File: src/rtl/hams_pkg.sv
// Shared types and constants for the HAMS merge-phase scheduler.
// Job bundle layout matches the engine's job port fields.
package hams_pkg;

  localparam int HAMS_MERGE_AW = 10;
  localparam int HAMS_MERGE_MAX_INFLIGHT = 2;

  typedef struct packed {
    logic [HAMS_MERGE_AW-1:0] src_a;
    logic [HAMS_MERGE_AW-1:0] src_b;
    logic [HAMS_MERGE_AW-1:0] dst;
    logic [HAMS_MERGE_AW-1:0] run_len;
  } merge_job_t;

  typedef enum logic [2:0] {
    S_IDLE,
    S_WAIT_PH1,
    S_ISSUE,
    S_DRAIN,
    S_DONE
  } merge_state_t;

  function automatic logic legal_rows(
    input logic [HAMS_MERGE_AW-1:0] n,
    input logic [HAMS_MERGE_AW-1:0] lim
  );
    return (n != '0) && ((n & (n - 1'b1)) == '0) && (n <= lim);
  endfunction

endpackage

File: src/rtl/hams_merge_sched_if.sv
// Job handshake between the merge scheduler and the merge engine.
// The scheduler is master; the engine accepts jobs and pulses done.
interface hams_merge_sched_if
  import hams_pkg::*;
#(
  parameter int ADDR_WIDTH = HAMS_MERGE_AW
);
  logic                  job_valid;
  logic                  job_ready;
  logic                  job_done;
  logic [ADDR_WIDTH-1:0] job_src_a;
  logic [ADDR_WIDTH-1:0] job_src_b;
  logic [ADDR_WIDTH-1:0] job_dst;
  logic [ADDR_WIDTH-1:0] job_run_len;

  modport master (
    output job_valid, job_src_a, job_src_b,
    output job_dst, job_run_len,
    input  job_ready, job_done
  );

  modport slave (
    input  job_valid, job_src_a, job_src_b,
    input  job_dst, job_run_len,
    output job_ready, job_done
  );
endinterface

File: src/rtl/hams_merge_jobgen.sv
// Per-pass job offset counter and merge-job address generator.
// off tracks 2*run_len*k for the next job to be presented.
module hams_merge_jobgen
  import hams_pkg::*;
#(
  parameter int ADDR_WIDTH = HAMS_MERGE_AW
) (
  input  logic                  clk,
  input  logic                  rst_n,
  input  logic                  load,
  input  logic                  advance,
  input  logic [ADDR_WIDTH-1:0] load_off,
  input  logic [ADDR_WIDTH-1:0] src_base,
  input  logic [ADDR_WIDTH-1:0] dst_base,
  input  logic [ADDR_WIDTH-1:0] run_len,
  input  logic [ADDR_WIDTH-1:0] num_rows,
  output merge_job_t            job,
  output logic                  last
);
  logic [ADDR_WIDTH-1:0] off;
  logic [ADDR_WIDTH-1:0] step;

  assign step = run_len << 1;

  always_ff @(posedge clk or negedge rst_n) begin
    if (!rst_n) begin
      off <= '0;
    end else if (load) begin
      off <= load_off;
    end else if (advance) begin
      off <= off + step;
    end
  end

  assign job.src_a   = src_base + off;
  assign job.src_b   = src_base + off + run_len;
  assign job.dst     = dst_base + off;
  assign job.run_len = run_len;
  assign last        = (off + step) == num_rows;
endmodule

File: src/rtl/hams_merge_sched.sv
// Merge-phase scheduler: sequences log2(num_rows) ping-pong merge
// passes and issues jobs to the merge engine with bounded inflight.
module hams_merge_sched
  import hams_pkg::*;
#(
  parameter int MEM_DEPTH    = 1 << HAMS_MERGE_AW,
  parameter int ADDR_WIDTH   = $clog2(MEM_DEPTH),
  parameter int MAX_INFLIGHT = HAMS_MERGE_MAX_INFLIGHT
) (
  input  logic                  clk,
  input  logic                  rst_n,
  input  logic                  start,
  input  logic                  pause,
  input  logic [ADDR_WIDTH-1:0] num_rows,
  input  logic                  ph1_done,
  hams_merge_sched_if.master    jif,
  output logic [3:0]            pass_idx,
  output logic                  busy,
  output logic                  merge_done,
  output logic [ADDR_WIDTH-1:0] result_base,
  output logic                  err
);
  localparam int DATA_ROWS = MEM_DEPTH / 2;
  localparam int IW = $clog2(MAX_INFLIGHT + 1);
  localparam logic [ADDR_WIDTH-1:0] DROWS = ADDR_WIDTH'(DATA_ROWS);

  merge_state_t state, state_n;

  logic [ADDR_WIDTH-1:0] nrows, run_len, src_base, dst_base;
  logic [ADDR_WIDTH-1:0] step, rl_n, sb_n, db_n, load_off;
  logic [IW-1:0] inflight, inflight_n;
  logic valid_q, pres_last, gen_last, first_last;
  logic accept, done_ok, can_offer, load;
  logic start_pass, next_pass, finish;
  logic offer_first, offer_gen;
  merge_job_t job_q, gen_job, first_job;

  assign accept  = jif.job_valid && jif.job_ready;
  assign done_ok = jif.job_done && (inflight != '0);
  assign step    = run_len << 1;

  assign inflight_n = inflight + IW'(accept) - IW'(done_ok);
  assign can_offer  = !pause
                   && (inflight_n < IW'(MAX_INFLIGHT))
                   && (!valid_q || accept);

  always_comb begin
    state_n    = state;
    start_pass = 1'b0;
    next_pass  = 1'b0;
    finish     = 1'b0;
    unique case (state)
      S_IDLE: begin
        if (start) begin
          if (legal_rows(num_rows, DROWS)) state_n = S_WAIT_PH1;
          else state_n = S_DONE;
        end
      end
      S_WAIT_PH1: begin
        if (ph1_done) begin
          if (nrows == ADDR_WIDTH'(1)) begin
            state_n = S_DONE;
          end else begin
            state_n    = S_ISSUE;
            start_pass = 1'b1;
          end
        end
      end
      S_ISSUE: begin
        if (accept && pres_last) state_n = S_DRAIN;
      end
      S_DRAIN: begin
        if (inflight == '0) begin
          if (step == nrows) begin
            state_n = S_DONE;
            finish  = 1'b1;
          end else begin
            state_n   = S_ISSUE;
            next_pass = 1'b1;
          end
        end
      end
      S_DONE: begin
        if (!start) state_n = S_IDLE;
      end
      default: state_n = S_IDLE;
    endcase
  end

  // Job 0 of a new pass is built from the next-pass bases so it can
  // be presented in the same cycle the pass starts.
  always_comb begin
    rl_n = ADDR_WIDTH'(1);
    sb_n = '0;
    db_n = DROWS;
    if (next_pass) begin
      rl_n = step;
      sb_n = dst_base;
      db_n = src_base;
    end
  end

  assign first_job.src_a   = sb_n;
  assign first_job.src_b   = sb_n + rl_n;
  assign first_job.dst     = db_n;
  assign first_job.run_len = rl_n;
  assign first_last        = (rl_n << 1) == nrows;

  assign load        = start_pass || next_pass;
  assign offer_first = load && can_offer;
  assign offer_gen   = (state == S_ISSUE) && !pres_last && can_offer;
  assign load_off    = offer_first ? (rl_n << 1) : '0;

  hams_merge_jobgen #(.ADDR_WIDTH(ADDR_WIDTH)) u_jobgen (
    .clk      (clk),
    .rst_n    (rst_n),
    .load     (load),
    .advance  (offer_gen),
    .load_off (load_off),
    .src_base (src_base),
    .dst_base (dst_base),
    .run_len  (run_len),
    .num_rows (nrows),
    .job      (gen_job),
    .last     (gen_last)
  );

  always_ff @(posedge clk or negedge rst_n) begin
    if (!rst_n) state <= S_IDLE;
    else state <= state_n;
  end

  always_ff @(posedge clk or negedge rst_n) begin
    if (!rst_n) begin
      nrows       <= '0;
      run_len     <= '0;
      src_base    <= '0;
      dst_base    <= '0;
      inflight    <= '0;
      valid_q     <= 1'b0;
      pres_last   <= 1'b0;
      job_q       <= '0;
      pass_idx    <= '0;
      result_base <= '0;
      err         <= 1'b0;
      busy        <= 1'b0;
      merge_done  <= 1'b0;
    end else begin
      inflight   <= inflight_n;
      busy       <= (state_n != S_IDLE) && (state_n != S_DONE);
      merge_done <= state_n == S_DONE;
      if (state == S_IDLE && start) begin
        nrows       <= num_rows;
        pass_idx    <= '0;
        result_base <= '0;
        err         <= !legal_rows(num_rows, DROWS);
      end
      // A done with nothing outstanding is dropped but flagged.
      if (jif.job_done && inflight == '0) err <= 1'b1;
      if (load) begin
        run_len   <= rl_n;
        src_base  <= sb_n;
        dst_base  <= db_n;
        pres_last <= offer_first && first_last;
      end
      if (next_pass) pass_idx <= pass_idx + 4'd1;
      if (finish) result_base <= dst_base;
      if (offer_first) begin
        job_q   <= first_job;
        valid_q <= 1'b1;
      end else if (offer_gen) begin
        job_q     <= gen_job;
        valid_q   <= 1'b1;
        pres_last <= gen_last;
      end else if (accept) begin
        valid_q <= 1'b0;
      end
    end
  end

  assign jif.job_valid   = valid_q;
  assign jif.job_src_a   = job_q.src_a;
  assign jif.job_src_b   = job_q.src_b;
  assign jif.job_dst     = job_q.dst;
  assign jif.job_run_len = job_q.run_len;
endmodule

File: src/flat_wrapper.sv
// flat-port wrapper written by rule: the top's interface ports become plain ports
module hams_merge_sched_flat import hams_pkg::*;
#(
  parameter int MEM_DEPTH    = 1 << HAMS_MERGE_AW,
  parameter int ADDR_WIDTH   = $clog2(MEM_DEPTH),
  parameter int MAX_INFLIGHT = HAMS_MERGE_MAX_INFLIGHT
)
  (clk, rst_n, start, pause, num_rows, ph1_done, pass_idx, busy, merge_done, result_base, err, jif_job_valid, jif_job_src_a, jif_job_src_b, jif_job_dst, jif_job_run_len, jif_job_ready, jif_job_done);
  hams_merge_sched_if #(.ADDR_WIDTH(ADDR_WIDTH)) jif_i ();
  input  logic clk;
  input  logic rst_n;
  input  logic start;
  input  logic pause;
  input  logic [ADDR_WIDTH-1:0] num_rows;
  input  logic ph1_done;
  output logic [3:0] pass_idx;
  output logic busy;
  output logic merge_done;
  output logic [ADDR_WIDTH-1:0] result_base;
  output logic err;
  output wire logic [$bits(jif_i.job_valid)-1:0] jif_job_valid;
  output wire logic [$bits(jif_i.job_src_a)-1:0] jif_job_src_a;
  output wire logic [$bits(jif_i.job_src_b)-1:0] jif_job_src_b;
  output wire logic [$bits(jif_i.job_dst)-1:0] jif_job_dst;
  output wire logic [$bits(jif_i.job_run_len)-1:0] jif_job_run_len;
  input wire logic [$bits(jif_i.job_ready)-1:0] jif_job_ready;
  input wire logic [$bits(jif_i.job_done)-1:0] jif_job_done;
  assign jif_job_valid = jif_i.job_valid;
  assign jif_job_src_a = jif_i.job_src_a;
  assign jif_job_src_b = jif_i.job_src_b;
  assign jif_job_dst = jif_i.job_dst;
  assign jif_job_run_len = jif_i.job_run_len;
  assign jif_i.job_ready = jif_job_ready;
  assign jif_i.job_done = jif_job_done;
  hams_merge_sched #(.MEM_DEPTH(MEM_DEPTH), .ADDR_WIDTH(ADDR_WIDTH), .MAX_INFLIGHT(MAX_INFLIGHT)) u_core (.clk(clk), .rst_n(rst_n), .start(start), .pause(pause), .num_rows(num_rows), .ph1_done(ph1_done), .jif(jif_i), .pass_idx(pass_idx), .busy(busy), .merge_done(merge_done), .result_base(result_base), .err(err));
endmodule
File: config.mk
export PLATFORM = sky130hd
export DESIGN_NAME = hams_merge_sched_flat
export DESIGN_NICKNAME = d
export VERILOG_FILES = /design/src/rtl/hams_pkg.sv /design/src/rtl/hams_merge_sched_if.sv /design/src/rtl/hams_merge_jobgen.sv /design/src/rtl/hams_merge_sched.sv /design/src/flat_wrapper.sv
export SDC_FILE = /design/constraint.sdc
export NUM_CORES = 1
export LEC_CHECK = 0
export ABC_AREA = 1
export CORE_ASPECT_RATIO = 1.4
export CORE_MARGIN = 5
export CORE_UTILIZATION = 35
export CTS_CLUSTER_DIAMETER = 80
export DETAILED_ROUTE_END_ITERATION = 12
export DONT_BUFFER_PORTS = 1
export GPL_ROUTABILITY_DRIVEN = 1
export PLACE_DENSITY = 0.58
export SYNTH_ARGS = -nofsm -noshare
export SYNTH_HDL_FRONTEND = slang
export SYNTH_SLANG_ARGS = --single-unit
File: constraint.sdc
create_clock -name clk -period 3.93 [get_ports clk]
set_input_delay 0.786 -clock clk [delete_from_list [all_inputs] [get_ports clk]]
set_output_delay 0.786 -clock clk [all_outputs]
set_load 0.02 [all_outputs]
==> impl_metrics.tcl, run 1 <==
set metrics [dict create \
    finalMaxSlewViolations 0 \
    leakagePower_nw 3.980 \
    ant_nets 0 \
    wire_per_inst_um 18.28 \
    multiInputGateArea_sq_um 3596 \
    setup_viol 0 \
    clk_pin_slew_ps 60 \
    antennaDiodeCount 0 \
    clock_path_buffers 2 \
    tns_ps 0 \
    via_per_inst 5.241 \
    cap_violations 0 \
    crit_required_ps 4240 \
    fill_cells 2055 \
    post-cts-setup-buffers 0 \
    ios 75 \
    finalClockSkew_ps 8.598 \
    antenna_found_initial 0 \
    regArea_sq_um 2828 \
    period_needed_ps 3524 \
    worstRegToRegCells 22 \
    cp-end-kind "register" \
    die-area_sq_um 23130 \
    drtIter0Drc 432 \
    synth_top_flop_cell "dfrtp_1" \
    crit_start "u_core.u_jobgen.off[2]$_DFFE_PN0P_" \
    rsz0062_at_grt "no" \
    netlist-cell-type-count 51 \
    grt_pass1_wl_um 33210 \
    globalplace.congestion 0.9088 \
    firstDrtPassIters 5 \
    cts_tree "done" \
    place_hpwl_um 15540 \
    die_w_um 130.0 \
    ys.warnings.count 0 \
    fp.dieH_um 178.0 \
    max-vdd-ir-drop_uv 283.1 \
    sw_frac_of_total_pct 30.03 \
    syn_area_sq_um 7053 \
    power_density_nw_per_um2 436.7 \
    cts_hold_buffers 0 \
    synth_edf_count 0 \
    p_int_mw 2.415 \
    grt-ovfl-total 0 \
    hold_class "primary input to asynchronous set/reset pin" \
    grt_max_degree 114 \
    p_sw_mw 1.036 \
    grt_pass1_vias 6090 \
    cts_max_level 4 \
    vias 5996 \
    portBuffers 0 \
    fin_nets 940 \
    cp_max_fo 5 \
    timing.rr.start "u_core.u_jobgen.off[2]$_DFFE_PN0P_" \
    cp.arrival_ps 3840 \
    status "finished clean" \
    core_sq_um 19840 \
    num_rows 61 \
    slew_headroom_pct 47.82 \
    drc 0 \
    syn_inst 875 \
    cts_root_buffer "clkbuf_16" \
    r2r_end "u_core.jif.job_src_b[9]$_DFFE_PN0P_" \
    ys_seq_area_share_pct 40.09 \
    setup_slack_ps 405.9 \
    hold_viol_final 0 \
    grt_usage_pct 18.80 \
    fmax_ghz 0.2838 \
    initial_utilization_pct 35.54 \
    syn_avg_cell_area_sq_um 8.061 \
    cts_sinks 113 \
    worstSetupPathType "register to register" \
    clock_latency_ps 420 \
    async_flop_share_pct 100.0 \
    seqPwrFrac_pct 39.0 \
    wl_um 20910 \
    clkPwrFrac_pct 46.2 \
    startpoint_type "register" \
    ys_ff_latch 113 \
    reg2reg_setup_slack_ps 410 \
    worst_pin_slew_ps 779.7 \
    fin_crit_sh_pct 89.67 \
    crit_path_end "u_core.jif.job_src_b[9]$_DFFE_PN0P_" \
    synthesis.nets 936 \
    numCtsBuffers 17 \
    area_growth_pct 12.06 \
    p_comb_share_pct 14.8 \
    pre_cts_ws_ps 422.0 \
    drive_gt1_share_pct 9.417 \
]
-- critical path: stages (launching register included) --
cell and delay, ps:
dfrtp_1 450, ha_1 360, a21o_1 200, nand2_1 70
nand2_1 120, nand2_1 80, nand2_1 100, nand2_1 80
nand2_1 60, or2_2 270, nand2_1 110, inv_1 60
ha_1 300, inv_1 90, o21ai_0 280, nand3_1 110
nand4_1 120, xor2_1 190, nand2_1 70, nand2_1 80
o21ai_0 70, nand2_1 90, nand2_1 50
-- power by group through the flow --
| stage | clock [mW] | combinational [mW] | sequential, mW |
|---|---|---|---|
| 5_1_grt | 1.65 | 0.587 | 1.36 |
| 4_1_cts | 1.60 | 0.508 | 1.35 |
| 3_3_place_gp | 0 | 0.498 | 1.37 |
| 2_1_floorplan | 0 | 0.401 | 1.34 |
| 3_5_place_dp | 0 | 0.505 | 1.37 |
| 6_report | 1.59 | 0.510 | 1.35 |
-- kinds of logic after synthesis --
group           share of synthesized area (%)
compound gates                          15.66
fa+ha+maj                               8.125
simple gates                            22.14
other cells                           0.05317
xor+xnor                                4.595
flops                                   40.09
mux                                    0.1596
buf+inv                                 9.171
-- flip-flops by register name (all words and copies together), names as in the netlist, 2 cells and up --
| signal | count |
|---|---|
| u_core.run_len | 10 |
| u_core.jif.job_dst | 10 |
| u_core.jif.job_src_a | 10 |
| u_core.pass_idx | 4 |
| u_core.state | 3 |
| u_core.nrows | 10 |
| u_core.dst_base | 10 |
| u_core.u_jobgen.off | 9 |
| u_core.src_base | 10 |
| u_core.result_base | 10 |
| u_core.inflight | 2 |
| u_core.jif.job_run_len | 10 |
| u_core.jif.job_src_b | 10 |
-- how the worst min path moves through the flow --
stage                from                               endpoint  depth (start not counted)  slack (ps)
floorplan           rst_n                  u_core.busy$_DFF_PN0_                          0         490
global placement    rst_n  u_core.jif.job_run_len[1]$_DFFE_PN0P_                          0         500
detailed placement  rst_n  u_core.jif.job_run_len[1]$_DFFE_PN0P_                          0         500
CTS                 rst_n  u_core.jif.job_run_len[1]$_DFFE_PN0P_                          0          50
global route        rst_n  u_core.jif.job_run_len[1]$_DFFE_PN0P_                          0          50
finish              rst_n  u_core.jif.job_run_len[1]$_DFFE_PN0P_                          0          70
-- synth_stat cells, types with 4 or more instances --
cell type,count,area (sq um)
nand2_1,200,750.7
o221ai_1,11,96.34
nor3_1,9,45.04
a21o_1,4,30.03
dfrtp_1,113,2828
o21ai_0,63,315.3
a21oi_1,30,150.1
o311ai_0,11,96.34
xnor2_1,14,122.6
inv_2,11,41.29
nand3_1,52,260.3
or2_2,5,31.28
xor2_1,23,201.4
a31oi_1,10,62.56
ha_1,41,513.0
o22ai_1,12,75.07
nand4_1,8,50.05
clkbuf_1,14,52.55
o211ai_2,9,112.6
o2111ai_1,4,35.03
nor2_1,64,240.2
inv_1,117,439.2
o211ai_1,6,45.04
-- per-layer routing --
layer | track usage [%] | vias up | part of all wire, %
met5 | 0 | - | 0
met4 | 6.456 | 0 | 2.3
met3 | 4.005 | 32 | 5.5
met2 | 32.92 | 144 | 52
met1 | 22.65 | 2881 | 41
li1 | - | 2939 | -
-- metrics by stage --
step                utilization (%)  power, mW  hold WS, ps  instance area, sq um  std cells
global placement              36.75      1.868        497.4                  7292       1112
floorplan                         -      1.742        490.4                  7053        875
CTS                           39.74      3.462        50.27                  7886       1144
global route                  39.83      3.595        46.15                  7904       1144
detailed placement            36.75      1.875        497.2                  7292       1112
finish                        39.83      3.452        65.57                  7904       1144
-- layout make-up --
class | instances | area share [%]
clock inverters | 13 | 2.042
multi-input cells | 607 | 45.50
well taps | 252 | 3.989
inverters | 131 | 6.364
flip-flops and latches | 113 | 35.78
clock buffers | 19 | 5.477
repair buffers | 9 | 0.8548
-- what timing repair did --
action | in CTS | in global routing
resized for setup | 0 | 2
hold endpoints to repair | 0 | 0
setup endpoints to repair | 0 | 1
-- placed cells by master (no fill, tap or decap), drive strengths merged --
| cell | count |
|---|---|
| ha | 41 |
| nand3 | 52 |
| o21bai | 2 |
| nand2 | 206 |
| nor4 | 3 |
| clkinvlp | 4 |
| bufinv | 3 |
| mux2 | 1 |
| inv | 132 |
| clkinv | 5 |
| a22oi | 2 |
| a21oi | 30 |
| a21o | 4 |
| a31oi | 10 |
| conb | 1 |
| o22ai | 12 |
| clkbuf | 19 |
| a22o | 1 |
| xor2 | 23 |
| o31ai | 1 |
| a221oi | 1 |
| buf | 9 |
| nor3 | 11 |
| o2111ai | 4 |
| o21ai | 65 |
| fa | 3 |
| xnor2 | 14 |
| o311ai | 11 |
| or2 | 5 |
| dfrtp | 113 |
| o211ai | 15 |
| nand4 | 8 |
| a221o | 1 |
| o221ai | 11 |
| nor2 | 69 |
Note: power is estimated with default switching activity, not from simulation.
==> run 2: changes to the inputs <==
--- a/config.mk
+++ b/config.mk
@@ -13,7 +13,7 @@
 export DETAILED_ROUTE_END_ITERATION = 12
 export DONT_BUFFER_PORTS = 1
 export GPL_ROUTABILITY_DRIVEN = 1
-export PLACE_DENSITY = 0.58
+export PLACE_DENSITY = 0.6
 export SYNTH_ARGS = -nofsm -noshare
 export SYNTH_HDL_FRONTEND = slang
 export SYNTH_SLANG_ARGS = --single-unit
==> constraint.sdc (replaced) <==
create_clock -name clk -period 3.2 [get_ports clk]
set_input_delay 0.64 -clock clk [delete_from_list [all_inputs] [get_ports clk]]
set_output_delay 0.64 -clock clk [all_outputs]
set_load 0.02 [all_outputs]
==> run 2 against run 1 <==
The flow now finishes with violations (hold timing). Sequential power grew 22%. Via count rose by 2.5%. Clock-buffer cell count unchanged. Register-to-register slack lost 220 ps. Power increased by 27%. Maximum frequency rose by 17%. Clock power grew 28%. Cell area rose by 5.1%. Global-route usage rose by 0.80 points. Cell count grew 3.5%. Clock skew rose by 0.92 ps. Critical path depth is 3 higher. Critical path type unchanged. Largest cell class unchanged. Largest power group unchanged. Highest routed layer unchanged.
==> impl_metrics.tcl, run 2 (synthesis results as in run 1) <==
set metrics [dict create \
    drive_gt1_share_pct 15.13 \
    crit_path_end "u_core.jif.job_src_b[9]$_DFFE_PN0P_" \
    place_hpwl_um 16530 \
    grt_pass1_vias 6270 \
    grt_usage_pct 19.60 \
    hold_viol_final 113 \
    finalMaxSlewViolations 0 \
    cap_violations 0 \
    cts_sinks 113 \
    fin_nets 980 \
    drtIter0Drc 410 \
    cp_common_cell "nand2_2" \
    r2r_end "u_core.jif.job_src_b[9]$_DFFE_PN0P_" \
    cp-end-kind "register" \
    grt_max_degree 114 \
    max-vdd-ir-drop_uv 322.3 \
    reg2reg_setup_slack_ps 180 \
    wire_per_inst_um 18.61 \
    period_needed_ps 3016 \
    fp.dieH_um 178.0 \
    leakagePower_nw 4.210 \
    startpoint_type "register" \
    firstDrtPassIters 5 \
    drc 0 \
    cp.arrival_ps 3330 \
    holdWs_ps -81.19 \
    timing.rr.start "u_core.src_base[2]$_DFFE_PN0N_" \
    ios 75 \
    portBuffers 0 \
    status "finished with violations" \
    antennaDiodeCount 0 \
    area_growth_pct 17.81 \
    finalClockSkew_ps 9.516 \
    die_w_um 130.0 \
    final_cell_mix "nand2_1 (190), inv_1 (115), dfrtp_1 (113)" \
    vias 6148 \
    rsz0062_at_grt "yes" \
    setup_viol 0 \
    worst_pin_slew_ps 768.0 \
    hold_class "primary input to asynchronous set/reset pin" \
    clock_path_buffers 2 \
    cp_slowest_cell "dfrtp_1" \
    antenna_found_initial 0 \
    fmax_ghz 0.3315 \
    initial_utilization_pct 35.54 \
    power_density_nw_per_um2 527.9 \
    clk_pin_slew_ps 60 \
    crit_required_ps 3510 \
    numCtsBuffers 17 \
    num_rows 61 \
    grt-ovfl-total 0 \
    cp_max_fo 3 \
    tns_ps 0 \
    layout_commonest_cell "nand2_1" \
    ant_nets 0 \
    fill_cells 1981 \
    worstRegToRegCells 25 \
    fin_crit_sh_pct 94.25 \
    cts_root_buffer "clkbuf_16" \
    via_per_inst 5.193 \
    cts_max_level 4 \
    violations "hold timing" \
    globalplace.congestion 0.9081 \
    slew_headroom_pct 48.66 \
    die-area_sq_um 23130 \
    p_total_mw 4.386 \
    crit_start "u_core.src_base[2]$_DFFE_PN0N_" \
    core_sq_um 19840 \
    cts_tree "done" \
    post-route-util_pct 41.87 \
    slowest_delay_ps 410 \
    worstSetupPathType "register to register" \
    wl_um 22040 \
    grt_pass1_wl_um 34470 \
    clock_latency_ps 420 \
]
[run 2: changes by cell type in the layout (fill, tap and decap cells not counted), moves of 2 or more]
cell / previous run / this run
inv_6: 2 / 5
clkinv_4: 1 / 3
inv_1: 117 / 115
buf_4: 9 / 48
clkinvlp_4: 4 / 1
nand2_2: 2 / 11
clkinv_2: 4 / 1
inv_2: 11 / 13
nand2_1: 200 / 190
clkbuf_1: 2 / 0
clkbuf_8: 0 / 2
o21ai_0: 63 / 61
[run 2: report_power, final]
part	switching (mW)	internal, mW	total [mW]
logic	0.439	0.270	0.710
clock network	0.747	1.28	2.03
registers	0.131	1.52	1.65
total	1.32	3.07	4.39
[run 2: critical path, delay by kind of cell (launching register included)]
kind	cells	cell delay [ps]
AO/OA/AOI/OAI	2	250
buffers and inverters	1	60
adder cells (fa/ha/maj)	2	540
XOR/XNOR	2	340
AND/OR/NAND/NOR	18	1290
flip-flops	1	410
[run 2: how the worst min path moves through the flow]
stage | depth (start not counted) | slack (ps) | startpoint | to
after detailed placement | 0 | 350 | rst_n | u_core.run_len[2]$_DFFE_PN0N_
after CTS | 0 | -100 | rst_n | u_core.err$_DFFE_PN0P_
after global routing | 0 | -100 | rst_n | u_core.jif.job_run_len[5]$_DFFE_PN0P_
after global placement | 0 | 350 | rst_n | u_core.run_len[2]$_DFFE_PN0N_
final | 0 | -80 | rst_n | u_core.jif.job_run_len[1]$_DFFE_PN0P_
after floorplan | 0 | 340 | rst_n | u_core.busy$_DFF_PN0_
[run 2: final cells by class]
type | count | area [sq um] | share of cell area, %
multi-input cells | 607 | 3656 | 44.00
well taps | 252 | 315.3 | 3.795
clock buffers | 19 | 452.9 | 5.451
inverters | 131 | 504.2 | 6.068
flip-flops and latches | 113 | 2828 | 34.03
repair buffers | 49 | 380.4 | 4.578
clock inverters | 13 | 172.7 | 2.078
[run 2: what timing repair did]
item	4_1_cts	5_1_grt
hold endpoints to repair	113	113
resized for setup	1	21
pin swaps	0	9
buffers inserted	0	4
setup endpoints to repair	1	2
[run 2: through the flow]
step / cell area (sq um) / std cells / worst slack, ps
floorplan: 7053 / 875 / 165.4
global route: 8309 / 1184 / -62.13
CTS: 8205 / 1180 / 28.77
detailed placement: 7575 / 1148 / 3.715
global placement: 7575 / 1148 / 85.19
finish: 8309 / 1184 / 183.9
[run 2: metal layers]
layer	vias to the layer above	GRT usage (%)	wire length, um
met5	-	0	0
met4	0	8.536	850
met3	45	4.637	1314
met2	159	33.78	11240
met1	2926	23.01	8632
li1	3018	-	-
==> run 3: changes to the inputs <==
==> constraint.sdc (replaced) <==
create_clock -name clk -period 3.2 [get_ports clk]
set_input_delay 0 -clock clk [delete_from_list [all_inputs] [get_ports clk]]
set_output_delay 0 -clock clk [all_outputs]
set_load 0.02 [all_outputs]
==> run 3 against run 2 <==
The flow now finishes without violations. Power decreased by 2.1%. First-iteration DRC count decreased by 2.4%. Maximum frequency decreased by 5.1%. Clock-buffer cell count increased by 1. Cell area increased by 0.90%. Largest cell class unchanged. Worst hold slack improved by 93 ps.
==> impl_metrics.tcl, run 3 (synthesis results as in run 1) <==
set metrics [dict create \
    setup_viol 0 \
    wire_per_inst_um 18.52 \
    clock_latency_ps 420 \
    finalMaxSlewViolations 0 \
    setup_slack_ps 20.80 \
    layout_commonest_cell "nand2_1" \
    die-area_sq_um 23130 \
    p_sw_mw 1.329 \
    cts_root_buffer "clkbuf_16" \
    drc 0 \
    worst_pin_slew_ps 802.0 \
    hold_class "primary input to register" \
    cp_max_fo 3 \
    met2_length_um 11320 \
    sw_frac_of_total_pct 30.96 \
    finalClockSkew_ps 12.79 \
    path_delay_family "simple AND/OR/NAND/NOR gates" \
    cts_max_level 4 \
    vias 6247 \
    hold_viol_final 0 \
    final_cell_mix "nand2_1 (192), inv_1 (117), dfrtp_1 (113)" \
    clock_path_buffers 2 \
    grt-ovfl-total 0 \
    ios 75 \
    numCtsBuffers 17 \
    cts_tree "done" \
    cp_slowest_cell "dfrtp_1" \
    initial_utilization_pct 35.54 \
    cp-end-kind "register" \
    grt_max_degree 114 \
    power_density_nw_per_um2 512.0 \
    via_per_inst 5.232 \
    p_total_mw 4.293 \
    leakagePower_nw 4.217 \
    multiInputGateArea_sq_um 3628 \
    area_growth_pct 18.88 \
    grt_pass1_wl_um 35020 \
    globalplace.congestion 0.9814 \
    p_int_mw 2.964 \
    crit_buf_inv 1 \
    grt_pass1_vias 6382 \
    pre_cts_ws_ps 36.08 \
    slowest_delay_ps 410 \
    core_sq_um 19840 \
    wl_met3_um 1305 \
    place_hpwl_um 16250 \
    status "finished clean" \
    clk_pin_slew_ps 60 \
    period_needed_ps 3179 \
    rsz0062_at_grt "yes" \
    slew_headroom_pct 46.39 \
    tns_ps 0 \
    die_w_um 130.0 \
    seqPwrFrac_pct 38.5 \
    fmax_ghz 0.3145 \
    met1_length_um 8606 \
    fin_cells 1194 \
    dpl_cell_area_sq_um 7530 \
    ant_nets 0 \
    antenna_found_initial 0 \
    antennaDiodeCount 0 \
    firstDrtPassIters 5 \
    dp_cells 1142 \
    regArea_sq_um 2828 \
    cap_violations 0 \
    worstSetupPathType "register to register" \
    startpoint_type "register" \
    stdcell_area_sq_um 8384 \
    num_rows 61 \
    drive_gt1_share_pct 13.38 \
    cp_common_cell "nand2_2" \
    topRoutingLayerUsed "met4" \
    cp.arrival_ps 3490 \
    fin_crit_sh_pct 99.35 \
    max-vdd-ir-drop_uv 328.2 \
    wl_um 22110 \
    drtIter0Drc 400 \
    crit_required_ps 3510 \
    portBuffers 0 \
    fill_cells 1994 \
    fin_nets 991 \
    grt_usage_pct 19.72 \
    clkPwrFrac_pct 44.4 \
    p_comb_share_pct 17.1 \
    fp.dieH_um 178.0 \
    cts_sinks 113 \
]
==> run 3: cell types whose count changed in the layout (fill, tap and decap cells not counted), moves of 3 or more <==
cell / before / now
dlygate4sd3_1: 0 / 17
clkinvlp_4: 1 / 5
buf_4: 48 / 40
inv_6: 5 / 2
==> run 3: path summary, 6_finish.rpt <==
check                                               start                               endpoint  slack, ps  cells past startpoint
setup / recovery           u_core.src_base[2]$_DFFE_PN0N_    u_core.jif.job_src_b[9]$_DFFE_PN0P_         20                     25
hold / removal                               jif_job_done           u_core.inflight[1]$_DFF_PN0_         10                      4
setup reg to reg           u_core.src_base[2]$_DFFE_PN0N_    u_core.jif.job_src_b[9]$_DFFE_PN0P_         20                     25
hold reg to reg            u_core.src_base[5]$_DFFE_PN0N_         u_core.src_base[5]$_DFFE_PN0N_        590                      2
max in group asynchronous                           rst_n    u_core.jif.job_src_a[0]$_DFFE_PN0P_       2530                      2
min in group asynchronous                           rst_n  u_core.jif.job_run_len[2]$_DFFE_PN0P_        190                      2
==> run 3: power by group through the flow <==
stage | sequential [mW] | combinational [mW] | clock, mW
4_1_cts | 1.65 | 0.722 | 1.93
3_3_place_gp | 1.68 | 0.651 | 0
2_1_floorplan | 1.65 | 0.492 | 0
3_5_place_dp | 1.68 | 0.660 | 0
5_1_grt | 1.66 | 0.842 | 2.00
6_report | 1.65 | 0.734 | 1.91
==> run 3: repair_timing <==
| action | 4_1_cts | 5_1_grt |
|---|---|---|
| pin swaps | 0 | 13 |
| buffers inserted | 0 | 3 |
| gates resized for setup | 1 | 13 |
| endpoints found under the hold margin | 135 | 0 |
| gates cloned | 0 | 0 |
| hold buffers | 18 | 0 |
| setup endpoints to repair | 1 | 17 |
==> run 3: per-layer routing <==
| layer | up-vias | GRT usage, % |
|---|---|---|
| met5 | - | 0 |
| met4 | 0 | 8.146 |
| met3 | 52 | 4.426 |
| li1 | 3029 | - |
| met1 | 2980 | 23.10 |
| met2 | 186 | 34.42 |
==> run 3: metrics by stage <==
step | utilization [%] | hold slack [ps]
2_1_floorplan | - | -295.6
3_3_place_gp | 37.94 | -288.4
3_5_place_dp | 37.94 | -288.7
4_1_cts | 41.89 | 8.667
5_1_grt | 42.25 | 92.20
6_report | 42.25 | 11.98
==> run 3: layout make-up <==
class | instances | area share (%)
sequential | 113 | 33.73
tap | 252 | 3.761
clock buffer | 20 | 5.328
clock inverter | 11 | 1.582
multi-input combinational | 607 | 43.28
timing repair buffer | 60 | 6.312
inverter | 131 | 6.014
==> run 3: worst register-to-register path, cell delays in order (launching register included) <==
cell,delay [ps]
dfrtp_1,410
ha_4,280
a21o_1,150
nand2_1,80
nand2_2,100
nand2_2,60
nand2_2,80
nand2_1,50
nand2_1,90
nand2_2,70
nand2_2,80
nand2_2,50
nand2_2,70
xor2_1,190
inv_1,100
ha_4,280
nand2_2,50
nor3_2,210
nand3_1,110
nand4_1,100
xor2_1,180
nand2_1,70
nand2_1,70
o21ai_1,50
nand2_1,50
nand2_1,40
